### src/rtl/jal_pkg.sv
// Shared constants for the JAL encode/write path: opcode, writer states and
// bit positions of the J-immediate scatter inside the 32-bit instruction word.
package jal_pkg;

    localparam logic [6:0] JAL_OPCODE = 7'b1101111;

    typedef enum logic {
        RUN  = 1'b0,
        FULL = 1'b1
    } state_t;

    localparam int RD_LSB       = 7;
    localparam int IMM19_12_LSB = 12;
    localparam int IMM11_BIT    = 20;
    localparam int IMM10_1_LSB  = 21;
    localparam int IMM20_BIT    = 31;

endpackage

### src/rtl/jal_imem_writer_if.sv
// Request channel (rd/offset in) and instruction-memory write channel of the
// JAL writer; slave is the writer side, master the loader/memory side.
interface jal_imem_writer_if #(
    parameter int ADDR_W = 10
);
    logic              in_valid;
    logic              in_ready;
    logic [4:0]        in_rd;
    logic [20:0]       in_offset;
    logic              mem_we;
    logic              mem_ready;
    logic [ADDR_W-1:0] mem_addr;
    logic [31:0]       mem_wdata;

    modport slave (
        input  in_valid, in_rd, in_offset, mem_ready,
        output in_ready, mem_we, mem_addr, mem_wdata
    );

    modport master (
        output in_valid, in_rd, in_offset, mem_ready,
        input  in_ready, mem_we, mem_addr, mem_wdata
    );
endinterface

### src/rtl/jal_imem_writer_encode.sv
// Combinational packer of (rd, byte offset) into a RISC-V JAL instruction word.
// Offset bit 0 has no slot in the J-immediate and is dropped.
module jal_encode
    import jal_pkg::*;
(
    input  logic [4:0]  rd,
    input  logic [20:0] offset,
    output logic [31:0] word
);
    logic unused_off_bit0;
    assign unused_off_bit0 = offset[0];

    always_comb begin
        word                       = '0;
        word[6:0]                  = JAL_OPCODE;
        word[RD_LSB +: 5]          = rd;
        word[IMM19_12_LSB +: 8]    = offset[19:12];
        word[IMM11_BIT]            = offset[11];
        word[IMM10_1_LSB +: 10]    = offset[10:1];
        word[IMM20_BIT]            = offset[20];
    end
endmodule

### src/rtl/jal_imem_writer.sv
// Streams JAL words into instruction memory at addresses 0..DEPTH-1.
// Define JAL_ALIGN_CHECK_EN to drop odd-offset requests and flag them on err.
//
// state | meaning
// RUN   | accepting requests, at most one write outstanding
// FULL  | DEPTH words written; idle until flush or reset
module jal_imem_writer
    import jal_pkg::*;
#(
    parameter int ADDR_W = 10,
    parameter int DEPTH  = 1024
) (
    input  logic              clk,
    input  logic              rst_n,
    input  logic              flush,
    jal_imem_writer_if.slave  bus,
    output logic [ADDR_W:0]   count,
    output logic              full,
    output logic              err
);
    localparam logic [ADDR_W:0] DEPTH_C = (ADDR_W + 1)'(DEPTH);

    state_t            state;
    logic              live;
    logic [31:0]       enc_word;
    logic [ADDR_W-1:0] next_addr;
    logic              full_pending;
    logic              accept;
    logic              done;
    logic              misaligned;

    jal_encode u_encode (
        .rd     (bus.in_rd),
        .offset (bus.in_offset),
        .word   (enc_word)
    );

    // Words written plus the one in flight; the write address tracks count.
    assign next_addr    = count[ADDR_W-1:0];
    assign full_pending = (count + {{ADDR_W{1'b0}}, bus.mem_we}) >= DEPTH_C;
    assign done         = bus.mem_we && bus.mem_ready;
    assign accept       = bus.in_valid && bus.in_ready;
    assign full         = (state == FULL);

    assign bus.in_ready = live && (state == RUN) && !full_pending &&
                          (!bus.mem_we || bus.mem_ready) && !flush;

`ifdef JAL_ALIGN_CHECK_EN
    assign misaligned = bus.in_offset[0];

    always_ff @(posedge clk or negedge rst_n) begin
        if (!rst_n) begin
            err <= 1'b0;
        end else if (flush) begin
            err <= 1'b0;
        end else if (accept && misaligned) begin
            err <= 1'b1;
        end
    end
`else
    assign misaligned = 1'b0;
    assign err        = 1'b0;
`endif

    always_ff @(posedge clk or negedge rst_n) begin
        if (!rst_n) begin
            state         <= RUN;
            live          <= 1'b0;
            count         <= '0;
            bus.mem_we    <= 1'b0;
            bus.mem_addr  <= '0;
            bus.mem_wdata <= '0;
        end else begin
            live <= 1'b1;
            if (flush) begin
                state      <= RUN;
                count      <= '0;
                bus.mem_we <= 1'b0;
            end else begin
                if (done) begin
                    count <= count + (ADDR_W + 1)'(1);
                    if (count + (ADDR_W + 1)'(1) == DEPTH_C) begin
                        state <= FULL;
                    end
                end
                if (accept && !misaligned) begin
                    bus.mem_we    <= 1'b1;
                    bus.mem_wdata <= enc_word;
                    bus.mem_addr  <= done ? next_addr + ADDR_W'(1) : next_addr;
                end else if (done) begin
                    bus.mem_we <= 1'b0;
                end
            end
        end
    end
endmodule

### src/flat_wrapper.sv
// flat-port wrapper written by rule: the top's interface ports become plain ports
module jal_imem_writer_flat import jal_pkg::*;
#(
    parameter int ADDR_W = 10,
    parameter int DEPTH  = 1024
)
  (clk, rst_n, flush, count, full, err, bus_in_valid, bus_in_rd, bus_in_offset, bus_mem_ready, bus_in_ready, bus_mem_we, bus_mem_addr, bus_mem_wdata);
  jal_imem_writer_if #(.ADDR_W(ADDR_W)) bus_i ();
  input  logic clk;
  input  logic rst_n;
  input  logic flush;
  output logic [ADDR_W:0] count;
  output logic full;
  output logic err;
  input wire logic [$bits(bus_i.in_valid)-1:0] bus_in_valid;
  input wire logic [$bits(bus_i.in_rd)-1:0] bus_in_rd;
  input wire logic [$bits(bus_i.in_offset)-1:0] bus_in_offset;
  input wire logic [$bits(bus_i.mem_ready)-1:0] bus_mem_ready;
  output wire logic [$bits(bus_i.in_ready)-1:0] bus_in_ready;
  output wire logic [$bits(bus_i.mem_we)-1:0] bus_mem_we;
  output wire logic [$bits(bus_i.mem_addr)-1:0] bus_mem_addr;
  output wire logic [$bits(bus_i.mem_wdata)-1:0] bus_mem_wdata;
  assign bus_i.in_valid = bus_in_valid;
  assign bus_i.in_rd = bus_in_rd;
  assign bus_i.in_offset = bus_in_offset;
  assign bus_i.mem_ready = bus_mem_ready;
  assign bus_in_ready = bus_i.in_ready;
  assign bus_mem_we = bus_i.mem_we;
  assign bus_mem_addr = bus_i.mem_addr;
  assign bus_mem_wdata = bus_i.mem_wdata;
  jal_imem_writer #(.ADDR_W(ADDR_W), .DEPTH(DEPTH)) u_core (.clk(clk), .rst_n(rst_n), .flush(flush), .bus(bus_i), .count(count), .full(full), .err(err));
endmodule
### config.mk
export PLATFORM = sky130hd
export DESIGN_NAME = jal_imem_writer_flat
export DESIGN_NICKNAME = d
export VERILOG_FILES = /design/src/rtl/jal_pkg.sv /design/src/rtl/jal_imem_writer_if.sv /design/src/rtl/jal_imem_writer_encode.sv /design/src/rtl/jal_imem_writer.sv /design/src/flat_wrapper.sv
export SDC_FILE = /design/constraint.sdc
export NUM_CORES = 1
export LEC_CHECK = 0
export ABC_AREA = 1
export ABC_CLOCK_PERIOD_IN_PS = 2800
export CAP_MARGIN = 5
export CORE_AREA = 2 2 82 84
export CTS_CLUSTER_SIZE = 14
export DETAILED_ROUTE_END_ITERATION = 7
export DIE_AREA = 0 0 84 86
export PLACE_DENSITY = 0.77
export SYNTH_ARGS = -nofsm -noshare
export SYNTH_HDL_FRONTEND = slang
export SYNTH_HIERARCHICAL = 1
export SYNTH_SLANG_ARGS = --single-unit
### constraint.sdc
create_clock -name clk -period 2.8 [get_ports clk]
set_clock_uncertainty 0.15 [all_clocks]
set_input_delay 0.7 -clock clk [delete_from_list [all_inputs] [get_ports clk]]
set_output_delay 0.7 -clock clk [all_outputs]
set_load 0.01 [all_outputs]
-- Word level (Yosys, flattened, before mapping)
Index checks and enable logic that the tools add are counted.
- muxes and demuxes: 9
- reduce and logical (&&, ||, !) cells: 15
- eq/ne operators: 1
- $lt $le $gt $ge: 1
- bitwise operators: 2
- add/sub/neg operators: 3
- operator list (operator ; count):
    $mux 11 ; 2
    $add 11x1->11 ; 1
    $add 11x1->11 const B ; 1
    $eq 11x11->1 const B ; 1
    $ge 11x11->1 const B ; 1
    $add 10x1->10 const B ; 1
    $mux 10 ; 1
    $logic_and 1x1->1 ; 6
    $mux 1 ; 6
    $reduce_and 2->1 ; 2
    $reduce_bool 2->1 ; 2
    $logic_not 1->1 ; 3
    $reduce_bool 3->1 ; 1
    $not 1->1 ; 2
    $logic_or 1x1->1 ; 1
- bits of input ports: 31
- word-level logic and storage cells: 37
- output and inout port bits: 57
- bits in registers: 55

-- Depth between registers and ports, before layout
Gate-level depths: netlist (run 1).
- depth in word-level cells: 9
- depth in mapped cells: 11
- mapped depth without buffers: 10

-- Modules after synthesis
Netlist (run 1), hierarchy kept.
- by module, submodules not included (module ; cells each ; area each (sq um) ; seq. area each (sq um) ; instances):
    jal_imem_writer ; 306 ; 2493.6 ; 1401.3 ; 1
    jal_encode ; 34 ; 247.7 ; 0.0 ; 1

-- Worst setup path after synthesis (run 1)
OpenSTA, ideal clock, no wires.
- path type: input to output
- start: input flush
- end: output bus_in_ready
- arrival time: 1270 ps
- path slack: 680 ps
- cell stages on the path: 6
- data required time: 1950 ps
- buffers on the path: 1
- path through: buf_2 -> inv_1 -> nand4_1 -> a21oi_1 -> nand2_1 -> inv_2
- longest elaborated chain between the ends: 2
- ends and longest elaborated chain (element ; line ; RTL):
    from (decl) ; flat_wrapper.sv:11 ; input logic flush;
    $logic_not 1->1 ; jal_imem_writer.sv:46 ; (!bus.mem_we || bus.mem_ready) && !flush;
    $logic_and 1x1->1 ; jal_imem_writer.sv:46 ;
    to (decl) ; flat_wrapper.sv:19 ; output wire logic [$bits(bus_i.in_ready)-1:0] bus_in_ready;
No other way between the ends.

-- Worst setup path in the final report (run 1)
- start: input bus_mem_ready
- end: output bus_in_ready
- longest elaborated chain between the ends: 3
- ends and longest elaborated chain (element ; line ; RTL):
    from (decl) ; flat_wrapper.sv:18 ; input wire logic [$bits(bus_i.mem_ready)-1:0] bus_mem_ready;
    $logic_or 1x1->1 ; jal_imem_writer.sv:46 ;
    $logic_and 1x1->1 ; jal_imem_writer.sv:45 ; assign bus.in_ready = live && (state == RUN) && !full_pending &&
    $logic_and 1x1->1 ; jal_imem_writer.sv:46 ;
No other way between the ends.

==> results.toml, run 1 <==
[routing]
dr.pass1.iters = 5
drtAntennaViolNets = 0
dr.first_iter.drc_count = 113
avgRoutedWirePerCell_microns = 12.10
post-route-drc-count = 0
via_count = 2261
routed_wl_microns = 5830
drt-vias-per-instance = 4.691

[cts]
cts.clk_slew.worst_paths_ns = 0.10
htree_levels = 2
cts_resized = 1
clockRootBuffer = "clkbuf_8"
tritoncts = "built"
insertion_delay_ns = 0.30
cts_hold_buf = 0
cts_sinks = 56
clock_path_buffers = 2
cts_made_buffers = 5
cts_setup_buffers = 0

[grt]
antenna_found_initial = 0
track_usage = 0.1687
grt_pass1_wl_microns = 9777
first_global_vias = 2146
grt-ovfl-total = 0
grt_max_degree = 37

[logic_synthesis]
synth_most_common_cell = "nand2_1"
syn_avg_cell_area_sq_um = 8.063
synth_top_area_share = 0.5112
yosysSeqAreaShare = 0.5112
synth_ff_type = "dfrtp_1"
synthTopCellsByArea = "dfrtp_1, nand2_1, buf_4"
yosysUniqueCellTypes = 26
ys_ff_latch = 56
yosysWarnings = 6
yosys.area.top_type = "dfrtp_1"
netlist_area_sq_um = 2741
synthArstFlopShare = 1.000
yosys-top-cells-count = "nand2_1, dfrtp_1, buf_4"
synthCells = 340
synth_edf_count = 0

[sta]
slew_headroom = 0.5638
finalMaxSlewViolations = 0
final_hold_viol_count = 0
max_freq_mhz = 376.9
setup_viol = 0
rsz0062_at_grt = "false"
min_period_ns = 2.653
finalCritPeriodShare = 0.9475
tightest_slew_ns = 0.6544

[setup_path]
cp.arrival_ns = 1.80
startpoint = "bus_mem_ready"
crit_top_cell = "nand2_1"
crit_fanout = 2
path_buf_inv = 4
cp_data_required_time_ns = 1.95
r2r-start = "u_core/bus.mem_we$_DFFE_PN0P_"
endpoint_kind = "output pin"
start_kind = "input pin"
path_cells = "clkdlybuf4s50_1, inv_1, nand2_1, nand4_1, a21oi_2, nand2_1, inv_2, clkbuf_2"
ff2ff_setup_slack_ns = 0.60
critPathKind = "in -> out"
worst_path_max_delay_cell = "clkdlybuf4s50_1"
slowest_delay_ns = 0.48
critical_path.top_delay_family = "buffers and inverters"

[cells_and_area]
stdcell_area_sq_um = 3571
drive_gt1_frac = 0.06914
syn2layout_area_growth_pct = 30.26
nNetsFinal = 438
num_antenna_cells = 0

[die]
core_sq_um = 6277
die-area_sq_um = 7224
start_util = 0.4367
rows = 29
io_pins = 88
die_h_microns = 86
die-width_microns = 84

[power_and_ir_drop]
finalPower_mw = 1.896
leakagePower_nw = 1.737
peakVddDrop_uv = 376.9
powerDensity_nw_per_um2 = 530.9

[place]
dp_hpwl_microns = 4295
dpl_cell_area_sq_um = 3480
gp_congestion = 0.9156
portBuffers = 85

[job]
drv_cap = 0

[run_status]
outcome = "finished, final reports clean"

[hold_path]
hp-class = "in -> async"
==> state kept, by name, indices dropped and copies added (netlist names) <==
| register | count |
|---|---|
| u_core/bus.mem_we | 1 |
| u_core/full | 1 |
| u_core/live | 1 |
| u_core/count | 11 |
| u_core/bus.mem_addr | 10 |
| u_core/bus.mem_wdata | 32 |
==> cells by family after synthesis <==
kind of cell / after synthesis / share of synthesized area
xor gates and xnor gates: 1 / 0.003195
adders and majority gates: 3 / 0.01369
and+or+nand+nor: 190 / 0.2798
AOI/OAI and AO/OA: 20 / 0.03788
muxes: 1 / 0.003651
other: 4 / 0.005475
DFF: 56 / 0.5112
buffers and inverters: 65 / 0.1451
==> layout make-up <==
class                   count  area [sq um]
multi-input cells         224         964.7
clock buffers               6         82.58
flip-flops and latches     56          1401
clock inverters             2         10.01
inverters                  21         80.08
well taps                  77         96.34
repair buffers             96         935.9
fillers                   582          2706
==> metrics by stage <==
step	setup slack (ns)	utilization	cells	hold WS [ns]	TNS (ns)
3_3_place_gp	-0.2276	0.5543	474	0.3124	-0.2276
5_1_grt	0.04147	0.5689	482	0.3053	0
3_5_place_dp	-0.2372	0.5543	474	0.3145	-0.2372
2_1_floorplan	0.6799	-	345	0.2544	0
6_report	0.1470	0.5689	482	0.2598	0
4_1_cts	0.01063	0.5689	482	0.2817	0
==> per-layer routing <==
metal | GRT usage | vias up | wire, microns
met4 | 0.05865 | 0 | 67
li1 | - | 1120 | -
met1 | 0.2109 | 1064 | 2516
met5 | 0 | - | 0
met2 | 0.2887 | 71 | 2928
met3 | 0.03946 | 6 | 318
==> path summary, 6_finish.rpt <==
path,to,depth (start not counted)
worst max-delay path,bus_in_ready,8
worst min-delay path,u_core/bus.mem_wdata[31]$_DFFE_PN0P_,1
worst max register to register,u_core/bus.mem_wdata[5]$_DFFE_PN0P_,11
worst min register to register,u_core/bus.mem_wdata[11]$_DFFE_PN0P_,2
max in group asynchronous,u_core/bus.mem_addr[3]$_DFFE_PN0P_,2
min in group clk,u_core/bus.mem_wdata[11]$_DFFE_PN0P_,2
==> layout by cell type, fill, tap and decap left out, types with 4 or more instances in the layout <==
| master | n |
|---|---|
| nand2_1 | 151 |
| clkdlybuf4s50_1 | 83 |
| dfrtp_1 | 56 |
| inv_1 | 19 |
| nor2_1 | 14 |
| o21ai_0 | 14 |
| buf_4 | 10 |
| nand3_1 | 10 |
| conb_1 | 9 |
| clkbuf_8 | 6 |
| nand4_1 | 6 |
| and2_1 | 4 |
==> report_power, final <==
part / switching, mW / internal, mW / total [mW] / leakage, nW
combinational: 0.203 / 0.269 / 0.472 / 0.956
clock: 0.253 / 0.198 / 0.452 / 0.0510
sequential: 0.0599 / 0.913 / 0.972 / 0.730
total: 0.516 / 1.38 / 1.90 / 1.74
(Power assumes the default switching activity.)
==> inputs of run 2 (changes only) <==
Settings changed: ABC_CLOCK_PERIOD_IN_PS 2800 to 3100, CORE_AREA 2 2 82 84 to 8 8 88 90, DIE_AREA 0 0 84 86 to 0 0 96 98.
Clock period 2.8 ns to 3.1 ns, I/O delays scaled along.
==> run 2 against run 1 <==
  * Largest power group unchanged
  * Worst hold slack improved by 0.072 ns
  * Clock power increased by 2%
  * First-iteration DRC count decreased by 28%
  * Cell count decreased by 0.62%
  * Power decreased by 6.8%
  * Sequential power decreased by 9.6%
  * Combinational power decreased by 10%
  * Sequential share of layout area increased by 0.29 points
  * Register-to-register slack improved by 0.10 ns
  * Highest routed layer unchanged
  * Worst setup slack improved by 0.052 ns
==> results.toml, run 2 (synthesis results as in run 1) <==
[power_and_ir_drop]
powerDensity_nw_per_um2 = 498.3
peakVddDrop_uv = 338.5
leakagePower_nw = 1.714
finalPower_mw = 1.766

[cells_and_area]
largest_register_ffs = 32
syn2layout_area_growth_pct = 29.30
top_regs = "u_core/bus.mem_wdata x32, u_core/count x11, u_core/bus.mem_addr x10"
nNetsFinal = 432
final_common_cell = "nand2_1"
finish.utilization = 0.5459
final_cell_mix = "nand2_1, clkdlybuf4s50_1, dfrtp_1"
fillCellCount = 612
drive_gt1_frac = 0.04762
stdcell_area_sq_um = 3545
layoutNonFillerInstCount = 479
top_register = "u_core/bus.mem_wdata"
num_antenna_cells = 0

[grt]
track_usage = 0.1387
grt-ovfl-total = 0
grt_max_degree = 41
first_global_vias = 2238
grt_pass1_wl_microns = 10580
antenna_found_initial = 0

[routing]
dr_wl_met3_microns = 424
drt-vias-per-instance = 4.697
via_count = 2250
wl_met2_microns = 3170
wl_met1_microns = 2551
dr.pass1.iters = 4
avgRoutedWirePerCell_microns = 13.06
dr.first_iter.drc_count = 81
drtAntennaViolNets = 0
maxUsedRoutingLayer = "met4"
routed_wl_microns = 6258
post-route-drc-count = 0

[sta]
setup_ws_ns = 0.1994
slew_headroom = 0.5819
finalSetupTns_ns = 0
finalCritPeriodShare = 0.9357
max_freq_mhz = 344.8
finalMaxSlewViolations = 0
setup_viol = 0
tightest_slew_ns = 0.6271
rsz0062_at_grt = "false"
final_hold_viol_count = 0
timing.hold.ws_ns = 0.3319
min_period_ns = 2.901

[setup_path]
endpoint_kind = "output pin"
cp_data_required_time_ns = 2.17
start_kind = "input pin"
crit_fanout = 2
cp.arrival_ns = 1.98
critPathKind = "in -> out"

[cts]
clock_path_buffers = 2
insertion_delay_ns = 0.30
cts_setup_buffers = 0
htree_levels = 2
tritoncts = "built"
cts_hold_buf = 0
cts.clk_slew.worst_paths_ns = 0.09
clockRootBuffer = "clkbuf_8"
cts_resized = 1
cts_sinks = 56
cts_made_buffers = 5

[job]
drv_cap = 0

[run_status]
outcome = "finished, final reports clean"

[place]
dp_slack_ns = -0.09869
gp_congestion = 0.8111
dp_hpwl_microns = 4756
dpl_cell_area_sq_um = 3438
dp_cells = 471
portBuffers = 85

[die]
core_sq_um = 6494
die-area_sq_um = 9408
start_util = 0.4222
die_h_microns = 98
die-width_microns = 96
io_pins = 88
rows = 30

[hold_path]
hp-class = "reg -> reg"
run 2: critical path: stages:
cell             delay, ns
clkdlybuf4s50_1       0.48
inv_1                 0.04
nand2_1               0.07
nand4_1               0.07
a21oi_1               0.12
nand2_1               0.07
inv_2                 0.08
dlygate4sd2_1         0.27
run 2: report_power, final:
group / internal [mW] / switching (mW)
Combinational: 0.239 / 0.186
Sequential: 0.824 / 0.0548
Clock: 0.240 / 0.222
Total: 1.30 / 0.463
run 2: cell type report:
class	count	area, sq um	area share
clock buffers	6	72.57	0.02047
clock inverters	2	35.03	0.009884
inverters	21	80.08	0.02259
multi-input cells	224	960.9	0.2711
flip-flops and latches	56	1401	0.3953
well taps	80	100.1	0.02824
repair buffers	90	894.6	0.2524
run 2: final timing paths:
| kind | slack, ns | from | to | cells past startpoint |
|---|---|---|---|---|
| min reg2reg | 0.33 | u_core/bus.mem_wdata[8]$_DFFE_PN0P_ | u_core/bus.mem_wdata[8]$_DFFE_PN0P_ | 2 |
| min in group asynchronous | 0.34 | rst_n | u_core/bus.mem_wdata[27]$_DFFE_PN0P_ | 1 |
| max in group asynchronous | 1.89 | rst_n | u_core/bus.mem_wdata[14]$_DFFE_PN0P_ | 2 |
| max | 0.20 | bus_mem_ready | bus_in_ready | 8 |
| min | 0.33 | u_core/bus.mem_wdata[8]$_DFFE_PN0P_ | u_core/bus.mem_wdata[8]$_DFFE_PN0P_ | 2 |
| max reg2reg | 0.70 | u_core/count[0]$_DFFE_PN0P_ | u_core/bus.mem_wdata[12]$_DFFE_PN0P_ | 10 |
run 2: routing by layer:
layer	GRT usage	vias up
li1	-	1111
met1	0.1636	1075
met2	0.2344	57
met3	0.03684	7
met4	0.04497	0
met5	0	-
==> inputs of run 3 (changes only) <==
Settings changed: TNS_END_PERCENT set to 100.
==> results of run 3 <==
No change in the layout: final DEF, timing and power equal those of run 2.
